$ cat config.mk
export PLATFORM = sky130hd
export DESIGN_NAME = alu_op_sequencer
export DESIGN_NICKNAME = d
export VERILOG_FILES = /design/src/rtl/alu_op_sequencer_pkg.sv /design/src/rtl/alu_op_sequencer.sv
export SDC_FILE = /design/constraint.sdc
export NUM_CORES = 1
export LEC_CHECK = 0
export ABC_AREA = 1
export BUFFER_PORTS_ARGS = -buffer_cell sky130_fd_sc_hd__buf_2
export CAP_MARGIN = 20
export CORE_MARGIN = 2
export CORE_UTILIZATION = 53
export CTS_BUF_LIST = sky130_fd_sc_hd__clkbuf_16
export DETAILED_ROUTE_END_ITERATION = 6
export GPL_ROUTABILITY_DRIVEN = 0
export GPL_TIMING_DRIVEN = 0
export PLACE_DENSITY = 0.88
export SETUP_SLACK_MARGIN = 0.3
export SYNTH_ARGS = -nofsm -noshare
export SYNTH_HDL_FRONTEND = slang
export SYNTH_SLANG_ARGS = --single-unit
$ cat constraint.sdc
create_clock -name clk -period 2.4 [get_ports clk]
set_input_delay 0.36 -clock clk [delete_from_list [all_inputs] [get_ports clk]]
set_output_delay 0.36 -clock clk [all_outputs]
set_load 0.01 [all_outputs]
$ cat src/rtl/alu_op_sequencer_pkg.sv
// Shared types and defaults for the ALU operation sequencer.
// Holds the FSM state encoding and default operand, selector and counter widths.
package alu_op_sequencer_pkg;

    localparam int DATA_W_DEF = 8;
    localparam int SEL_W_DEF  = 3;
    localparam int CNT_W_DEF  = 8;

    localparam logic [2:0] ST_GET_A  = 3'd0;
    localparam logic [2:0] ST_GET_B  = 3'd1;
    localparam logic [2:0] ST_GET_OP = 3'd2;
    localparam logic [2:0] ST_EXEC   = 3'd3;
    localparam logic [2:0] ST_RESP   = 3'd4;

    typedef enum logic [2:0] {
        GET_A  = ST_GET_A,
        GET_B  = ST_GET_B,
        GET_OP = ST_GET_OP,
        EXEC   = ST_EXEC,
        RESP   = ST_RESP
    } seq_state_t;

endpackage

$ cat src/rtl/alu_op_sequencer.sv
// Collects A, B and opcode bytes, drives the external ALU and returns the registered result.
// Latency: 2 cycles from the opcode handshake to res_valid; input stalls (in_ready=0) in EXEC/RESP.
// Backpressure: the result is held with res_valid until res_ready; abort drops any partial command.
module alu_op_sequencer
    import alu_op_sequencer_pkg::*;
#(
    parameter int DATA_W = DATA_W_DEF,
    parameter int SEL_W  = SEL_W_DEF,
    parameter int CNT_W  = CNT_W_DEF
) (
    input  logic              clk,
    input  logic              rst,
    input  logic              in_valid,
    output logic              in_ready,
    input  logic [DATA_W-1:0] in_data,
    input  logic              abort,
    output logic [DATA_W-1:0] alu_a,
    output logic [DATA_W-1:0] alu_b,
    output logic [SEL_W-1:0]  alu_sel,
    input  logic [DATA_W-1:0] alu_out,
    input  logic              alu_zero,
    output logic              res_valid,
    input  logic              res_ready,
    output logic [DATA_W-1:0] res_data,
    output logic              res_zero,
    output logic              res_err,
    output logic [CNT_W-1:0]  op_count
);

    seq_state_t state, state_nxt;

    logic collecting;
    logic ld_a, ld_b, ld_op, cap_res, res_take;

    always_ff @(posedge clk or posedge rst) begin
        if (rst) begin
            state <= GET_A;
        end else begin
            state <= state_nxt;
        end
    end

    always_comb begin
        state_nxt  = state;
        collecting = 1'b0;
        res_valid  = 1'b0;
        case (state)
            GET_A: begin
                collecting = 1'b1;
                if (in_valid) state_nxt = GET_B;
            end
            GET_B: begin
                collecting = 1'b1;
                if (abort)         state_nxt = GET_A;
                else if (in_valid) state_nxt = GET_OP;
            end
            GET_OP: begin
                collecting = 1'b1;
                if (abort)         state_nxt = GET_A;
                else if (in_valid) state_nxt = EXEC;
            end
            EXEC: begin
                state_nxt = abort ? GET_A : RESP;
            end
            RESP: begin
                res_valid = 1'b1;
                if (abort || res_ready) state_nxt = GET_A;
            end
            default: state_nxt = GET_A;
        endcase
    end

    // An aborted byte is refused rather than silently swallowed; abort is ignored in GET_A.
    assign in_ready = collecting && !(abort && state != GET_A);

    assign ld_a     = (state == GET_A)  && in_valid;
    assign ld_b     = (state == GET_B)  && in_valid && !abort;
    assign ld_op    = (state == GET_OP) && in_valid && !abort;
    assign cap_res  = (state == EXEC)   && !abort;
    assign res_take = (state == RESP)   && res_ready && !abort;

    always_ff @(posedge clk or posedge rst) begin
        if (rst) begin
            alu_a    <= '0;
            alu_b    <= '0;
            alu_sel  <= '0;
            res_err  <= 1'b0;
            res_data <= '0;
            res_zero <= 1'b0;
            op_count <= '0;
        end else begin
            if (ld_a) alu_a <= in_data;
            if (ld_b) alu_b <= in_data;
            if (ld_op) begin
                alu_sel <= in_data[SEL_W-1:0];
                res_err <= |in_data[DATA_W-1:SEL_W];
            end
            if (cap_res) begin
                res_data <= alu_out;
                res_zero <= alu_zero;
            end
            if (res_take) op_count <= op_count + 1'b1;
        end
    end

endmodule

# Word-level counts from Yosys, hierarchy flattened
# Index checks and enable logic that the tools add are counted.
[op_classes]
n_addsub = 1
n_eq_ne = 8
muxes = 10
n_reduce_logical = 18
[op_table]
columns = ["operator", "count"]
rows = [
  ["3-bit two-way mux", 7],
  ["3-bit one-hot mux with 5 select lines", 1],
  ["1-bit logical AND", 10],
  ["8-bit by 1-bit adder with 8-bit output, second input constant", 1],
  ["3-bit by 2-bit equality test with 1-bit output, second input constant", 2],
  ["3-bit inequality test, second input constant", 2],
  ["5-bit OR reduction", 1],
  ["2-bit inequality test, second input constant", 2],
  ["4-bit AND reduction", 1],
  ["3-bit by 1-bit equality test with 1-bit output, second input constant", 1],
  ["3-bit equality test, second input constant", 1],
  ["3-bit logical NOT", 1],
  ["3-bit nonzero test", 1],
  ["3-bit OR reduction", 1],
  ["1-bit logical NOT", 2],
  ["1-bit two-way mux", 2],
  ["1-bit logical OR", 1],
]
[word_totals]
regBits = 40
input_bits = 22
output_inout_bits = 39
wordCells = 45

# Longest topological paths before layout
[logic_depth]
depth_word = 4
depth_mapped = 7
depth_no_buf = 6

# Least setup slack after synthesis
# Ideal clock, no wire load.
[synth_path]
kind = "reg-to-output"
from = "reg state[0]"
to = "out in_ready"
arrival_time_ps = 868
t_required_ps = 2040
slack_ps = 1172
stages_incl_launch_ff = 4
n_path_buf = 0
cell_sequence = "dfrtp_1 -> nor2_4 -> inv_1 -> a21oi_1"
[synth_between]
elab_chain_len = 4
elab_cells_between_ends = 9
cone_classes = "eq/ne (2); mux (1); reduce/logical (6)"
[synth_rtl]
columns = ["element", "line", "text"]
rows = [
  ["start, declared", "alu_op_sequencer.sv:30", "seq_state_t state, state_nxt;"],
  ["start signal, assigned", "alu_op_sequencer.sv:39", "state <= state_nxt;"],
  ["3-bit by 1-bit equality test with 1-bit output (tied with other cells)", "alu_op_sequencer.sv:47", "case (state)"],
  ["3-bit OR reduction (no source line) or 1-bit logical AND (tied branches)", "--", ""],
  ["1-bit two-way mux or 1-bit logical NOT (tied branches)", "alu_op_sequencer.sv:47, alu_op_sequencer.sv:74", ""],
  ["1-bit logical AND (*)", "alu_op_sequencer.sv:74", "assign in_ready = collecting && !(abort && state != GET_A);"],
  ["end, declared", "alu_op_sequencer.sv:14", "output logic in_ready,"],
]
# Every way passes the cells marked *; elsewhere a longest branch is shown, timed or not.

# Final worst setup path
[layout_path]
from = "reg state[2]"
to = "out in_ready"
# Same word-level chain as after synthesis.

==> results.toml <==
[outcome]
outcome = "completed"

[cts]
cts.path.max_buffers = 2
tritoncts = "built"
cts-htree-levels = 2
clock_root_buffer = "clkbuf_16"
post_cts.resized_instances = 0
numClockSinks = 40
path_clk_slew_ns = 0.06
cts-buffers-inserted = 5
cts.repair_timing.setup_buffer_count = 0
count_of_hold_buffers_inserted_by_post_cts_repair = 0
clock_insertion_delay_worst_skew_ns = 0.28

[finish]
antenna_cells = 0
n_fill_cell = 261
flow.area_growth_from_synthesis_pct = 27.5
fin_nets = 292
postLayoutCellArea_um2 = 2290
drive_above_1_share_pct = 32.6
layout_common_cells = "68 x nand2_1, 62 x buf_2, 40 x dfrtp_1"
commonest_non_fill_non_tap_cell_in_the_layout = "nand2_1"

[route]
totalWireLength_mm = 3.81
antenna_violating_nets_post_route = 0
drt_first_pass_iters = 4
first_iteration_detailed_routing_drc_count = 128
via_per_inst = 4.87
vias = 1540
post_drt_wl_per_cell_um = 12.1
drt_drc_violations_left = 0

[setup_path]
startpoint_type = "register"
worst-endpoint-required_ns = 2.04
crit_fanout = 6
arrival_worst_endpoint_ns = 1.28
critPathCaptureType = "output port"
worst-setup-path-type = "register to output port"

[die]
die_x_um = 62.2
ioPinCount = 61
fp.dieArea_um2 = 3870
fp.coreArea_um2 = 3280
fp-row-count = 21
initial_utilization_pct = 54.7
die-height_um = 62.2

[sta]
finalWorstPathRequiredPeriod_ns = 1.64
tightestPinTransition_ns = 0.787
timing.slew.headroom_pct = 47.5
timing_hold_violations_final = 0
fin_tns_setup_ns = 0
fmax_mhz = 609
fin_ws_ns = 0.758
fin_hold_ws_ns = 0.226
final_max_slew_viol_count = 0
grt_setup_unrepaired = "false"
final.setup_skew_ns = 0.00381
setup_violations = 0
layout_worst_path_cycle_share_pct = 68.4

[placed_design]
dp_slack_ns = 1.06
dpl.hpwl_mm = 2.79
dpl-instance-area_um2 = 2150
port-buffer-count = 60

[yosys]
synth.cell_area_um2 = 1800
synth_seq_cells = 40
synthDominantAreaCellType = "dfrtp_1"
syn-num-nets = 225
ys.warnings.count = 0
synth-seq-area-share_pct = 55.7
yosys.area.top_type_share_pct = 55.7
synthDistinctLibCells = 22
post_synth_main_area_contributors = "dfrtp_1 56%, nand2_1 14%, nand3_1 5.0%"
avgSynthCellArea_um2 = 8.89
synthesized_instance_count = 202

[global_routing]
grt_max_degree = 41
grt_use_total_pct = 22.6
grt_antenna_before_repair = 0
grt_first_pass_wirelength_mm = 6.79
number_of_global_route_vias_before_repair = 1483
grt_remaining_overflow = 0

[run]
cap_viol_max_count = 0

[min_path]
hp-class = "input port to asynchronous set/reset pin"

[pwr]
power_leakage_nw = 1.30
design_power_mw = 2.71
p_per_area_nw_per_um2 = 1180
irDropWorstVdd_uv = 585
-- layout make-up --
class / count / area [µm²] / area share, %
Timing Repair Buffer: 60 / 300 / 13.1
Inverter: 24 / 90.1 / 3.93
Sequential cell: 40 / 1000 / 43.7
Tap cell: 46 / 57.6 / 2.51
Clock buffer: 5 / 125 / 5.46
Buffer: 4 / 32.5 / 1.42
Clock inverter: 3 / 11.3 / 0.492
Multi-Input combinational cell: 134 / 673 / 29.4
-- metrics by stage --
stage,util (%),cells
final,69.8,316
after global routing,69.8,316
after CTS,69.8,316
after detailed placement,65.6,308
after global placement,65.6,308
after floorplan,-,202
-- synthesized netlist by cell type, drive strengths merged --
cell type,n
ha,1
buf,4
nor3,2
nand4,5
xor2,2
a21oi,1
dfrtp,40
nand2,71
inv,23
nor2,8
o21ai,22
nand3b,2
clkinv,1
nand3,20
-- logic make-up (layout without fill, tap and decap cells) --
logic type | Yosys count | count (layout) | synth area share [%]
AO/OA/AOI/OAI | 23 | 23 | 8.08
XOR/XNOR | 2 | 2 | 1.39
adder cells (fa/ha/maj) | 1 | 1 | 0.696
buffers and inverters | 28 | 96 | 6.82
flip-flops | 40 | 40 | 55.7
AND/OR/NAND/NOR | 108 | 108 | 27.3
-- power by group --
part / switching (mW) / total, mW / leakage, nW / internal, mW
clock: 0.240 / 0.613 / 0.0738 / 0.373
combinational: 0.587 / 0.983 / 0.714 / 0.396
sequential: 0.170 / 1.11 / 0.509 / 0.944
-- state kept, by name, summed over array words and instances (netlist names) --
register,count
alu_b,8
alu_a,8
state,3
alu_sel,3
op_count,8
res_err,1
res_zero,1
res_data,8
-- per-layer routing --
| metal | wire (µm) | track usage [%] |
|---|---|---|
| met5 | 0 | 0 |
| met3 | 184 | 6.70 |
| met1 | 1700 | 29.2 |
| met4 | 102 | 11.7 |
| met2 | 1820 | 34.6 |
-- path summary, 6_finish.rpt --
check                      slack [ns]         from  cells after the start     endpoint
min in group clk                 0.32   alu_out[7]                      3  res_data[7]
max in group asynchronous        1.67          rst                      2  res_data[4]
setup reg to reg                 1.03     state[1]                      5     res_zero
hold reg to reg                  0.46  res_data[1]                      2  res_data[1]
hold / removal                   0.23          rst                      2     alu_a[4]
setup / recovery                 0.76     state[2]                      4     in_ready
-- worst max-delay path, stage by stage (launching register included) --
cell,delay [ns]
dfrtp_1,0.45
inv_1,0.20
nand2_1,0.10
a21oi_1,0.12
buf_2,0.14
Note: power is estimated with default switching activity, not from simulation.
